<file path="src/rtl/sodor_arb_pkg.sv">
// Shared types and widths for the sodor data-memory arbiter.
package sodor_arb_pkg;

    localparam int unsigned ARB_ADDR_W = 32;
    localparam int unsigned ARB_DATA_W = 32;
    localparam int unsigned STREAK_W   = 4;

    typedef enum logic [1:0] {
        ARB_IDLE,
        ARB_ISSUE,
        ARB_RESP
    } arb_state_e;

    typedef enum logic {
        OWN_CORE,
        OWN_DBG
    } arb_owner_e;

endpackage

</file>
<file path="src/rtl/sodor_arb_grant.sv">
// Priority decision between core and debug requesters, with the
// debug-streak counter that bounds how long the core can be starved.
module sodor_arb_grant
    import sodor_arb_pkg::*;
#(
    parameter int unsigned MAX_STREAK = 4
) (
    input  logic clk,
    input  logic rst_n,
    input  logic arb_en,
    input  logic core_req_valid,
    input  logic dbg_req_valid,
    output logic grant_core,
    output logic grant_dbg
);

    localparam logic [STREAK_W-1:0] LIMIT = STREAK_W'(MAX_STREAK);

    logic [STREAK_W-1:0] streak;
    logic [STREAK_W-1:0] streak_nxt;
    logic                at_limit;

    // Grant decision and next streak value.
    always_comb begin
        at_limit   = (streak == LIMIT);
        grant_core = arb_en && core_req_valid && (!dbg_req_valid || at_limit);
        grant_dbg  = arb_en && dbg_req_valid && !(core_req_valid && at_limit);
        streak_nxt = streak;
        if (grant_core) begin
            streak_nxt = '0;
        end else if (grant_dbg) begin
            if (!core_req_valid) begin
                streak_nxt = '0;
            end else if (!at_limit) begin
                streak_nxt = streak + 1'b1;
            end
        end
    end

    // Streak register.
    always_ff @(posedge clk or negedge rst_n) begin
        if (!rst_n) begin
            streak <= '0;
        end else begin
            streak <= streak_nxt;
        end
    end

endmodule

</file>
<file path="src/rtl/sodor_dmem_arbiter.sv">
// Two-requester arbiter in front of the sodor data-memory port.
// Each access runs IDLE -> ISSUE -> RESP so mem_we is high for one edge.
// Optional macro SODOR_ARB_PERF_EN adds grant/stall performance counters.
module sodor_dmem_arbiter
    import sodor_arb_pkg::*;
#(
    parameter int unsigned ADDR_W     = ARB_ADDR_W,
    parameter int unsigned DATA_W     = ARB_DATA_W,
    parameter int unsigned MAX_STREAK = 4
) (
    input  logic              clk,
    input  logic              rst_n,
    input  logic              core_req_valid,
    output logic              core_req_ready,
    input  logic [ADDR_W-1:0] core_req_addr,
    input  logic [DATA_W-1:0] core_req_wdata,
    input  logic              core_req_we,
    output logic              core_resp_valid,
    output logic [DATA_W-1:0] core_resp_data,
    input  logic              dbg_req_valid,
    output logic              dbg_req_ready,
    input  logic [ADDR_W-1:0] dbg_req_addr,
    input  logic [DATA_W-1:0] dbg_req_wdata,
    input  logic              dbg_req_we,
    output logic              dbg_resp_valid,
    output logic [DATA_W-1:0] dbg_resp_data,
`ifdef SODOR_ARB_PERF_EN
    output logic [31:0]       perf_core_grants,
    output logic [31:0]       perf_dbg_grants,
    output logic [31:0]       perf_core_stall,
`endif
    output logic [ADDR_W-1:0] mem_addr,
    output logic [DATA_W-1:0] mem_wdata,
    output logic              mem_we,
    input  logic [DATA_W-1:0] mem_rdata
);

    arb_state_e state;
    arb_state_e state_nxt;
    arb_owner_e owner;
    logic       op_we;
    logic       arb_en;
    logic       grant_core;
    logic       grant_dbg;

    // Arbitration is only open while idle.
    always_comb begin
        arb_en = (state == ARB_IDLE);
    end

    sodor_arb_grant #(
        .MAX_STREAK (MAX_STREAK)
    ) u_grant (
        .clk            (clk),
        .rst_n          (rst_n),
        .arb_en         (arb_en),
        .core_req_valid (core_req_valid),
        .dbg_req_valid  (dbg_req_valid),
        .grant_core     (grant_core),
        .grant_dbg      (grant_dbg)
    );

    // State register.
    always_ff @(posedge clk or negedge rst_n) begin
        if (!rst_n) begin
            state <= ARB_IDLE;
        end else begin
            state <= state_nxt;
        end
    end

    // Next state, handshake readies and response strobes.
    always_comb begin
        state_nxt       = state;
        core_req_ready  = grant_core;
        dbg_req_ready   = grant_dbg;
        core_resp_valid = 1'b0;
        dbg_resp_valid  = 1'b0;
        core_resp_data  = '0;
        dbg_resp_data   = '0;
        case (state)
            ARB_IDLE: begin
                if (grant_core || grant_dbg) begin
                    state_nxt = ARB_ISSUE;
                end
            end
            ARB_ISSUE: begin
                state_nxt = ARB_RESP;
            end
            ARB_RESP: begin
                state_nxt = ARB_IDLE;
                if (owner == OWN_CORE) begin
                    core_resp_valid = 1'b1;
                    core_resp_data  = op_we ? '0 : mem_rdata;
                end else begin
                    dbg_resp_valid = 1'b1;
                    dbg_resp_data  = op_we ? '0 : mem_rdata;
                end
            end
            default: begin
                state_nxt = ARB_IDLE;
            end
        endcase
    end

    // Memory request registers; mem_we lasts only for the ISSUE cycle.
    always_ff @(posedge clk or negedge rst_n) begin
        if (!rst_n) begin
            mem_addr  <= '0;
            mem_wdata <= '0;
            mem_we    <= 1'b0;
            op_we     <= 1'b0;
            owner     <= OWN_CORE;
        end else if (grant_dbg) begin
            mem_addr  <= dbg_req_addr;
            mem_wdata <= dbg_req_wdata;
            mem_we    <= dbg_req_we;
            op_we     <= dbg_req_we;
            owner     <= OWN_DBG;
        end else if (grant_core) begin
            mem_addr  <= core_req_addr;
            mem_wdata <= core_req_wdata;
            mem_we    <= core_req_we;
            op_we     <= core_req_we;
            owner     <= OWN_CORE;
        end else if (state == ARB_ISSUE) begin
            mem_we <= 1'b0;
        end
    end

`ifdef SODOR_ARB_PERF_EN
    // Free-running performance counters, wrapping modulo 2^32.
    always_ff @(posedge clk or negedge rst_n) begin
        if (!rst_n) begin
            perf_core_grants <= '0;
            perf_dbg_grants  <= '0;
            perf_core_stall  <= '0;
        end else begin
            if (grant_core) begin
                perf_core_grants <= perf_core_grants + 32'd1;
            end
            if (grant_dbg) begin
                perf_dbg_grants <= perf_dbg_grants + 32'd1;
            end
            if (core_req_valid && !core_req_ready) begin
                perf_core_stall <= perf_core_stall + 32'd1;
            end
        end
    end
`endif

endmodule

</file>
<file path="config.mk">
export PLATFORM = sky130hd
export DESIGN_NAME = sodor_dmem_arbiter
export DESIGN_NICKNAME = d
export VERILOG_FILES = /design/src/rtl/sodor_arb_pkg.sv /design/src/rtl/sodor_arb_grant.sv /design/src/rtl/sodor_dmem_arbiter.sv
export SDC_FILE = /design/constraint.sdc
export NUM_CORES = 1
export LEC_CHECK = 0
export ABC_AREA = 0
export ABC_CLOCK_PERIOD_IN_PS = 2500
export CAP_MARGIN = 20
export CORE_AREA = 2 2 115 117
export CTS_CLUSTER_SIZE = 10
export DETAILED_ROUTE_END_ITERATION = 7
export DIE_AREA = 0 0 117 119
export GPL_TIMING_DRIVEN = 0
export PLACE_DENSITY = 0.76
export SETUP_SLACK_MARGIN = 0.02
export SYNTH_ARGS = -nofsm -noshare
export SYNTH_HDL_FRONTEND = slang
export SYNTH_SLANG_ARGS = --single-unit
</file>
<file path="constraint.sdc">
create_clock -name clk -period 2.5 [get_ports clk]
set_clock_uncertainty 0.1 [all_clocks]
set_input_delay 0.75 -clock clk [delete_from_list [all_inputs] [get_ports clk]]
set_output_delay 0.75 -clock clk [all_outputs]
set_load 0.005 [all_outputs]
</file>
* Word-level counts from Yosys, hierarchy flattened
Index checks and enable logic that the tools add are counted.
** Storage, ports and cells
- Flip-flop bits (word level) :: 73
- Output and inout port bits :: 133
** Operators by class
- Add/sub/neg operators :: 1
- Equality and inequality tests :: 5
- Multiplexer cells :: 26
- Reductions and logical operators :: 13
** Operators by type and width (number)
- two-way mux 32 bit :: 9
- two-way mux 4 bit :: 4
- two-way mux 1 bit :: 11
- logical AND 1 bit :: 5
- adder 4 x 1 -> 4 bit (second input constant) :: 1
- equality test 4 x 3 -> 1 bit (second input constant) :: 1
- case mux 2 bit (2 select lines) :: 1
- inequality test 3 bit (second input constant) :: 1
- nonzero test 3 bit :: 1
- equality test 2 x 1 -> 1 bit (second input constant) :: 1
- equality test 2 bit (second input constant) :: 1
- zero test 1 bit :: 2
- zero test 2 bit :: 1
- logical OR 1 bit :: 2
- two-way mux 2 bit :: 1
- inequality test 2 bit (second input constant) :: 1
- AND reduction 2 bit :: 1
- nonzero test 2 bit :: 1

* Longest topological paths before layout
Gate-level depths: netlist (run 1).
- Word-level depth :: 7
- Mapped depth :: 7

* Modules after synthesis
A second synthesis (run 1) with hierarchy kept.
** Second synthesis, totals
- Cells, all modules :: 435
- Area total of the unflattened synthesis :: 3945.0 um^2
** Modules (own cells, without submodules)
- sodor_dmem_arbiter :: instances 1, cells each 405, area each 3683.5 um^2, sequential area each 1726.7 um^2
- sodor_arb_grant :: instances 1, cells each 30, area each 261.5 um^2, sequential area each 100.1 um^2

* Worst setup path before layout (run 1)
No wires, ideal clock.
- Path kind :: input-to-output
- From :: input port dbg_req_valid
- To :: output port core_req_ready
- Arrival time :: 1.346 ns
- Required time :: 1.650 ns
- Setup slack :: 0.304 ns
- Stages :: 3
- Path buffers :: 2
- Cell sequence :: buf_2 clkbuf_1 a211oi_4
** Between the ends
- Longest elaborated chain between the ends :: 3
** Ends and longest elaborated chain
- from (decl) :: RTL line sodor_dmem_arbiter.sv:20 : input logic dbg_req_valid,
- zero test 1 bit :: RTL line sodor_arb_grant.sv:26 : grant_core = arb_en && core_req_valid && (!dbg_req_valid || at_limit);
- logical OR 1 bit :: RTL line sodor_arb_grant.sv:26
- logical AND 1 bit :: RTL line sodor_arb_grant.sv:26
- to (decl) :: RTL line sodor_dmem_arbiter.sv:14 : output logic core_req_ready,
Every way passes these cells.

* Worst setup path after layout (run 1)
- From :: register state[0]
- To :: output port core_resp_data[9]
** Between the ends
- Longest elaborated chain between the ends :: 2
** Ends and longest elaborated chain
- from (decl) :: RTL line sodor_dmem_arbiter.sv:38 : arb_state_e state;
- from (signal assigned) :: RTL line sodor_dmem_arbiter.sv:68 : state <= state_nxt;
- equality test 2 bit :: RTL line sodor_dmem_arbiter.sv:81 : case (state)
- two-way mux 32 bit :: RTL line sodor_dmem_arbiter.sv:81
- to (decl) :: RTL line sodor_dmem_arbiter.sv:19 : output logic [DATA_W-1:0] core_resp_data,
Every way passes these cells.

==> impl_metrics.json, run 1 <==
{
  "report.power.total_mw": 8.32,
  "port_buffers": 297,
  "htree_levels": 3,
  "syn-mean-instance-area_um2": 9.63,
  "rows": 42,
  "drt_iter0_markers": 366,
  "grt_max_degree": 71,
  "slowest_stage": "dfrtp_1",
  "pre_cts_ws_ns": -0.996,
  "fin_util": 0.640,
  "finalCriticalPeriod_ns": 2.54,
  "cts_buffer_depth": 2,
  "fp.dieH_um": 119,
  "synth_cell_type_count": 29,
  "max_stage_delay_ns": 0.38,
  "syn_area_um2": 4470,
  "clk_latency_ns": 0.33,
  "tightest_slew_ns": 0.509,
  "start_util": 0.347,
  "cpMostUsedCell": "buf_6",
  "synth-seq-cells": 73,
  "async_flop_share": 1.00,
  "holdWs_ns": 0.110,
  "grt_pass1_wl_um": 29500,
  "antenna_found_initial": 1,
  "grt_pass1_vias": 5493,
  "dp.cells": 938,
  "rrSetupSlack_ns": 0.45,
  "outcome": "complete, but fails checks",
  "cts_root_buf": "clkbuf_16",
  "wl_per_cell_um": 20.4,
  "ant_nets": 0,
  "grt_overflow": 0,
  "drcViolationCount": 0,
  "fin_ws_ns": -0.0409,
  "core-area_um2": 12900,
  "ioPinCount": 299,
  "stdcell_count": 981,
  "cts_sinks": 73,
  "hp-class": "in2async",
  "r2r_cells": 7,
  "synth_edf_count": 0,
  "ir_drop_mv": 0.460,
  "path_class": "reg2out",
  "clk_pin_slew_ns": 0.06,
  "rr_endpoint": "u_grant.streak[3]$_DFFE_PN0P_",
  "timing.fmax_mhz": 394,
  "final_common_cell": "clkdlybuf4s50_1",
  "die_area_um2": 13900,
  "startpoint": "state[0]$_DFFE_PN0P_",
  "cts-buffers-inserted": 9,
  "p_leak_nw": 3.41,
  "gp_congestion": 0.828,
  "power_density_nw_per_um2": 1010,
  "viasPerCell": 5.35,
  "violations": "setup timing",
  "firstDrtPassIters": 4,
  "area_growth_pct": 84.3,
  "critical_path_arrival_ns": 1.69,
  "setup_viol": 2,
  "syn_nets": 632,
  "grt_usage": 0.277,
  "synth_flop_cell": "dfrtp_1",
  "final-max-slew-violation-count": 0,
  "crit_family": "buffers and inverters",
  "critPathLaunchType": "flop",
  "wl_um": 20000,
  "cts_tree": "yes",
  "fin_nets": 968,
  "cp.depth": 7,
  "crit_path_end": "core_resp_data[9]",
  "maxCapViolCount": 0,
  "drive_gt1_frac": 0.211,
  "finalCritPeriodShare": 1.02,
  "r2r-start": "state[0]$_DFFE_PN0P_",
  "netlist_instances": 464,
  "path_cells": "nand3b_1, buf_6, buf_8, buf_6, buf_6, nor2_4, buf_6",
  "timing_hold_violations_final": 0,
  "path_buf_inv": 5,
  "nFillCells": 1059,
  "dieWidth_um": 117,
  "rsz0062_at_grt": "true",
  "yosysSeqAreaShare": 0.409,
  "synth_warnings": 0,
  "critical_path.max_fanout": 3,
  "slew_headroom": 0.661,
  "layout_common_cells": "clkdlybuf4s50_1 (217), dfrtp_1 (72), a221o_1 (66)",
  "critPathCaptureType": "output pin",
  "hpwl_um": 14700,
  "vias": 5252,
  "cp.required_ns": 1.65
}
[synthesized netlist by cell type, types with 2 or more instances]
library cell	instances	share of area
dfrtp_1	73	0.41
a221o_1	66	0.15
and4_1	64	0.13
nor2_1	64	0.054
nor3b_1	64	0.11
clkbuf_1	46	0.039
nand2b_1	33	0.046
buf_2	12	0.013
inv_1	9	0.0076
o21ai_0	6	0.0067
nand3_1	3	0.0034
nand3b_1	3	0.0050
ha_1	2	0.0056
nand4_1	2	0.0028
nor2_2	2	0.0028
o21a_1	2	0.0034
[through the flow]
step / setup TNS (ns) / area, um^2
floorplan: 0 / 4470
global placement: -181.72 / 7660
detailed placement: -41.79 / 7690
CTS: -0.447 / 8150
global route: -0.829 / 8240
finish: -0.0746 / 8240
[worst min-delay path by stage]
stage,end
final,mem_addr[5]$_DFFE_PN0P_
after global routing,mem_addr[14]$_DFFE_PN0P_
after CTS,mem_addr[14]$_DFFE_PN0P_
after detailed placement,mem_addr[5]$_DFFE_PN0P_
after global placement,mem_addr[28]$_DFFE_PN0P_
after floorplan,mem_addr[0]$_DFFE_PN0P_
[power breakdown]
group          internal, mW  leakage, nW  switching (mW)
clock network         0.686        0.135           0.477
logic                  2.74         2.40            2.22
registers              1.79        0.871           0.406
[worst reg2reg max path: stages, from the launching register on]
cell and delay, ns:
dfrtp_1 0.38, buf_4 0.15, or2_1 0.23, buf_8 0.13
buf_4 0.19, clkbuf_1 0.24, a311oi_1 0.36, o22ai_1 0.13
[cells by family (layout without fill, tap and decap cells)]
| logic type | Yosys count | in the layout | share of synthesized area |
|---|---|---|---|
| AOI/OAI and AO/OA | 79 | 79 | 0.169 |
| adders and majority gates | 2 | 2 | 0.00560 |
| buffers and inverters | 70 | 410 | 0.0630 |
| DFF | 73 | 73 | 0.409 |
| other | 0 | 1 | 0 |
| and+or+nand+nor | 240 | 240 | 0.354 |
[sequential cells by signal (all words and copies together), names as in the netlist]
name and cells:
mem_wdata 32, mem_we 1, u_grant.streak 4, op_we 1, owner 1, state 2
mem_addr 32
[layer usage]
layer	GRT usage	share of wire
met1	0.327	0.38
met2	0.487	0.52
met3	0.0733	0.084
met4	0.0809	0.018
met5	0	0
[final cells by class]
type | instances | area (um^2) | share of cell area
well taps | 176 | 220 | 0.0267
repair buffers | 329 | 3070 | 0.373
diodes | 1 | 2.50 | 0.000304
inverters | 10 | 37.5 | 0.00456
flip-flops and latches | 73 | 1830 | 0.222
clock inverters | 4 | 20.0 | 0.00243
plain buffers | 56 | 287 | 0.0348
clock buffers | 11 | 243 | 0.0295
multi-input cells | 321 | 2530 | 0.307
[repair_timing]
action / in CTS / in global routing
buffers inserted: 23 / 7
endpoints found under the hold margin: 0 / 0
setup endpoints to repair: 118 / 64
pin swaps: 18 / 17
hold buffers: 0 / 0
cloned: 1 / 2
gates resized for setup: 256 / 106
Power figures use the tool's default switching activity.
==> inputs of run 2 (changes only) <==
--- a/config.mk
+++ b/config.mk
@@ -9,6 +9,7 @@
 export ABC_CLOCK_PERIOD_IN_PS = 2500
 export CAP_MARGIN = 20
 export CORE_AREA = 2 2 115 117
+export CTS_CLUSTER_DIAMETER = 30
 export CTS_CLUSTER_SIZE = 10
 export DETAILED_ROUTE_END_ITERATION = 7
 export DIE_AREA = 0 0 117 119
@@ -18,3 +19,4 @@
 export SYNTH_ARGS = -nofsm -noshare
 export SYNTH_HDL_FRONTEND = slang
 export SYNTH_SLANG_ARGS = --single-unit
+export TNS_END_PERCENT = 20
==> run 2 against run 1 <==
Net effect:
- the run still ends with setup timing left
- clock-buffer cell count unchanged
- wire length shrank 3.2%
- register-to-register slack is essentially flat
- core utilization decreased by 2.4 points
- setup slack worse by 0.013 ns
- largest power group unchanged
==> impl_metrics.json, run 2 (synthesis results as in run 1) <==
{
  "outcome": "complete, but fails checks",
  "violations": "setup timing",
  "vias": 5251,
  "cpMostUsedCell": "buf_4",
  "htree_levels": 3,
  "cts_root_buf": "clkbuf_16",
  "fp.dieH_um": 119,
  "pre_cts_ws_ns": -0.996,
  "finalCriticalPeriod_ns": 2.55,
  "antenna_found_initial": 2,
  "drt_iter0_markers": 327,
  "power_density_nw_per_um2": 1010,
  "clkPwrFrac": 0.146,
  "fin_ws_ns": -0.0537,
  "setup_tns_ns": -0.178,
  "path_buf_inv": 5,
  "clk_pin_slew_ns": 0.06,
  "core-area_um2": 12900,
  "dieWidth_um": 117,
  "fin_nets": 958,
  "grt_overflow": 0,
  "slowest_stage": "dfrtp_1",
  "firstDrtPassIters": 5,
  "cts_sinks": 73,
  "cts_hold_buffers": 0,
  "seqPwrFrac": 0.274,
  "r2r-start": "state[0]$_DFFE_PN0P_",
  "grt_usage": 0.268,
  "path_class": "reg2out",
  "drcViolationCount": 0,
  "critical_path_arrival_ns": 1.70,
  "wl_um": 19300,
  "area_growth_pct": 77.5,
  "drive_gt1_frac": 0.152,
  "hpwl_um": 14700,
  "p_int_mw": 5.06,
  "layout_common_cells": "clkdlybuf4s50_1 (219), dfrtp_1 (73), a221o_1 (66)",
  "port_buffers": 297,
  "clk_latency_ns": 0.33,
  "crit_family": "buffers and inverters",
  "start_util": 0.347,
  "dp.cells": 938,
  "maxCapViolCount": 0,
  "ir_drop_mv": 0.460,
  "final-max-slew-violation-count": 0,
  "ioPinCount": 299,
  "final_common_cell": "clkdlybuf4s50_1",
  "max_stage_delay_ns": 0.38,
  "r2r_cells": 7,
  "viasPerCell": 5.40,
  "p_sw_frac": 0.370,
  "rows": 42,
  "grt_max_degree": 71,
  "cp.depth": 7,
  "hp-class": "in2async",
  "finalCritPeriodShare": 1.02,
  "multi_input_area_um2": 2400,
  "cts_tree": "yes",
  "critPathLaunchType": "flop",
  "grt_pass1_wl_um": 28500,
  "startpoint": "state[0]$_DFFE_PN0P_",
  "slew_headroom": 0.666,
  "tightest_slew_ns": 0.501,
  "die_area_um2": 13900,
  "nFillCells": 1115,
  "regArea_um2": 1830,
  "cts_buffer_depth": 2,
  "reg.largest.list": "mem_addr x32, mem_wdata x32, u_grant.streak x4",
  "combPwrFrac": 0.580,
  "gp_congestion": 0.828,
  "critical_path.max_fanout": 6,
  "path_cells": "nand3b_1, buf_4, clkbuf_8, buf_6, buf_4, nor2_1, buf_2",
  "cts-buffers-inserted": 9,
  "cp.required_ns": 1.65,
  "report.power.total_mw": 8.03,
  "stdcell_count": 972,
  "rsz0062_at_grt": "true",
  "p_leak_nw": 3.35,
  "setup_viol": 6,
  "wl_per_cell_um": 19.9,
  "timing_hold_violations_final": 0,
  "ant_nets": 0,
  "grt_pass1_vias": 5378,
  "switching_power_mw": 2.97,
  "timing.fmax_mhz": 392,
  "critPathCaptureType": "output pin"
}
==> run 2: power groups by stage <==
| stage | registers, mW | logic (mW) | clock network [mW] |
|---|---|---|---|
| floorplan | 2.17 | 2.12 | 0 |
| CTS | 2.19 | 4.63 | 1.18 |
| global route | 2.26 | 5.02 | 1.23 |
| detailed placement | 2.20 | 4.50 | 0 |
| global placement | 2.19 | 4.40 | 0 |
| finish | 2.20 | 4.66 | 1.17 |
==> run 2: what timing repair did <==
item,in CTS,in global routing
cloned,1,0
hold endpoints to repair,0,0
setup endpoints to repair,118,62
gates resized for setup,163,83
pin swaps,12,4
buffers inserted,12,5
==> run 2: worst register-to-register path, stage by stage (launching register included) <==
cell	delay [ns]
dfrtp_1	0.38
buf_4	0.15
or2_1	0.24
buf_8	0.13
buf_4	0.19
clkbuf_1	0.24
a311oi_1	0.36
o22ai_1	0.13
==> run 2: through the flow <==
stage | area [um^2] | utilization | hold slack, ns
after detailed placement | 7690 | 0.597 | 0.397
after floorplan | 4470 | - | 0.354
after CTS | 8040 | 0.625 | 0.101
final | 7930 | 0.616 | 0.107
after global placement | 7660 | 0.595 | 0.396
after global routing | 7930 | 0.616 | 0.0990
==> run 2: cell type report <==
type | count | area share
inverters | 10 | 0.00473
well taps | 176 | 0.0278
flip-flops and latches | 73 | 0.230
clock inverters | 4 | 0.00252
diodes | 2 | 0.000631
repair buffers | 316 | 0.363
clock buffers | 11 | 0.0306
multi-input cells | 321 | 0.302
plain buffers | 59 | 0.0386
==> run 2: path summary, 6_finish.rpt <==
check	slack (ns)	to
min reg2reg	0.41	mem_addr[5]$_DFFE_PN0P_
max	-0.05	dbg_resp_data[9]
max reg2reg	0.45	u_grant.streak[3]$_DFFE_PN0P_
min in group clk	0.41	mem_addr[5]$_DFFE_PN0P_
max in group asynchronous	1.62	mem_addr[18]$_DFFE_PN0P_
min	0.11	mem_addr[14]$_DFFE_PN0P_
==> run 2: metal layers <==
| layer | track usage | part of all wire |
|---|---|---|
| met5 | 0 | 0 |
| met4 | 0.0816 | 0.021 |
| met3 | 0.0758 | 0.091 |
| met2 | 0.468 | 0.51 |
| met1 | 0.314 | 0.38 |
==> inputs of run 3 (changes only) <==
--- a/config.mk
+++ b/config.mk
@@ -15,8 +15,7 @@
 export DIE_AREA = 0 0 117 119
 export GPL_TIMING_DRIVEN = 0
 export PLACE_DENSITY = 0.76
-export SETUP_SLACK_MARGIN = 0.02
+export SETUP_SLACK_MARGIN = 0.3
 export SYNTH_ARGS = -nofsm -noshare
 export SYNTH_HDL_FRONTEND = slang
 export SYNTH_SLANG_ARGS = --single-unit
-export TNS_END_PERCENT = 20
==> run 3 against run 2 <==
Net effect:
- the flow now finishes without violations
- global-route usage is 1.0 points higher
- largest power group unchanged
- sequential share of layout area down 1.8 points
- maximum frequency is 3.4% higher
- core utilization up 5.2 points
- final cell count increased by 2.4%
- highest routed layer unchanged
- setup slack better by 0.084 ns
- clock-buffer cell count unchanged
- non-clock buffer count is 23 higher
==> impl_metrics.json, run 3 (synthesis results as in run 1) <==
{
  "cts_sinks": 73,
  "clk_pin_slew_ns": 0.06,
  "grt_max_degree": 71,
  "core-area_um2": 12900,
  "report.power.total_mw": 8.80,
  "dieWidth_um": 117,
  "grt_usage": 0.278,
  "r2r-start": "state[1]$_DFFE_PN0P_",
  "cp.required_ns": 1.65,
  "ioPinCount": 299,
  "critical_path.max_fanout": 6,
  "tightest_slew_ns": 0.494,
  "setup_viol": 0,
  "final-max-slew-violation-count": 0,
  "cts_root_buf": "clkbuf_16",
  "grt_pass1_vias": 5535,
  "timing_hold_violations_final": 0,
  "finalCritPeriodShare": 0.988,
  "port_buffers": 297,
  "hpwl_um": 14700,
  "firstDrtPassIters": 5,
  "wl_per_cell_um": 20.9,
  "pre_cts_ws_ns": -0.996,
  "fp.dieH_um": 119,
  "fin_ws_ns": 0.0301,
  "drt_iter0_markers": 346,
  "start_util": 0.347,
  "finalCriticalPeriod_ns": 2.47,
  "drcViolationCount": 0,
  "critPathCaptureType": "output pin",
  "die_area_um2": 13900,
  "grt_pass1_wl_um": 29500,
  "startpoint": "state[0]$_DFFE_PN0P_",
  "cts-buffers-inserted": 9,
  "viasPerCell": 5.42,
  "p_leak_nw": 3.59,
  "critical_path_arrival_ns": 1.62,
  "htree_levels": 3,
  "place_area_um2": 7690,
  "wl_um": 20800,
  "fin_nets": 981,
  "ir_drop_mv": 0.461,
  "drive_gt1_frac": 0.269,
  "rows": 42,
  "grt_overflow": 0,
  "final_common_cell": "clkdlybuf4s50_1",
  "clk_latency_ns": 0.33,
  "path_class": "reg2out",
  "timing.fmax_mhz": 405,
  "outcome": "finished, final reports clean",
  "cts_buffer_depth": 2,
  "gp_congestion": 0.828,
  "nFillCells": 1018,
  "layout_common_cells": "clkdlybuf4s50_1 (195), dfrtp_1 (72), buf_2 (67)",
  "area_growth_pct": 92.3,
  "critPathLaunchType": "flop",
  "reg.largest.list": "mem_addr x32, mem_wdata x32, u_grant.streak x4",
  "hp-class": "in2async",
  "ant_nets": 0,
  "vias": 5395,
  "slew_headroom": 0.671,
  "maxCapViolCount": 0,
  "fin_util": 0.668,
  "cts_tree": "yes",
  "power_density_nw_per_um2": 1020,
  "antenna_found_initial": 2,
  "setup_tns_ns": 0,
  "final_area_um2": 8600,
  "rsz0062_at_grt": "true"
}
-- run 3: worst max-delay path, stage by stage (launching register included) --
cell and delay (ns):
dfrtp_1 0.40, nand3b_1 0.18, buf_6 0.15, buf_8 0.13, buf_6 0.12, buf_6 0.12
nor2_4 0.07, buf_2 0.12
-- run 3: per-layer routing --
layer  vias up  part of all wire  track usage
met4         0             0.027       0.0978
met3        41             0.078       0.0794
li1       2479                 -            -
met1      2622              0.39        0.328
met5         -                 0            0
met2       253              0.50        0.477
-- run 3: stage by stage --
stage / std cells / hold WS, ns
final: 995 / 0.111
after global routing: 994 / 0.0985
after CTS: 986 / 0.101
after detailed placement: 938 / 0.397
after global placement: 937 / 0.396
after floorplan: 464 / 0.354
-- run 3: timing repair --
item | 4_1_cts | 5_1_grt
gates resized for setup | 381 | 121
hold buffers | 0 | 0
gates cloned | 4 | 1
setup buffers | 29 | 6
endpoints found under the setup margin | 140 | 69
pin swaps | 39 | 12
-- run 3: worst paths after layout --
path	end	slack, ns	cells after the start
worst min register to register	mem_addr[5]$_DFFE_PN0P_	0.41	1
min in group clk	mem_addr[5]$_DFFE_PN0P_	0.41	1
worst max-delay path	dbg_resp_data[2]	0.03	7
worst max register to register	mem_wdata[0]$_DFFE_PN0P_	0.51	6
max in group asynchronous	mem_addr[18]$_DFFE_PN0P_	1.62	2
worst min-delay path	mem_addr[14]$_DFFE_PN0P_	0.11	1
-- run 3: power breakdown --
group | total (mW) | internal, mW | switching [mW]
clock network | 1.16 | 0.686 | 0.477
registers | 2.20 | 1.79 | 0.405
logic | 5.44 | 2.98 | 2.45
-- run 3: layout make-up --
type                            count  area (um^2)  share of cell area
Multi-Input combinational cell    321         2760               0.321
Buffer                             60          374              0.0435
Clock inverter                      4         20.0             0.00233
Antenna cell                        2         5.00            0.000582
Inverter                           10         45.0             0.00524
Timing Repair Buffer              338         3110               0.361
Sequential cell                    73         1830               0.213
Tap cell                          176          220              0.0256
Clock buffer                       11          243              0.0282
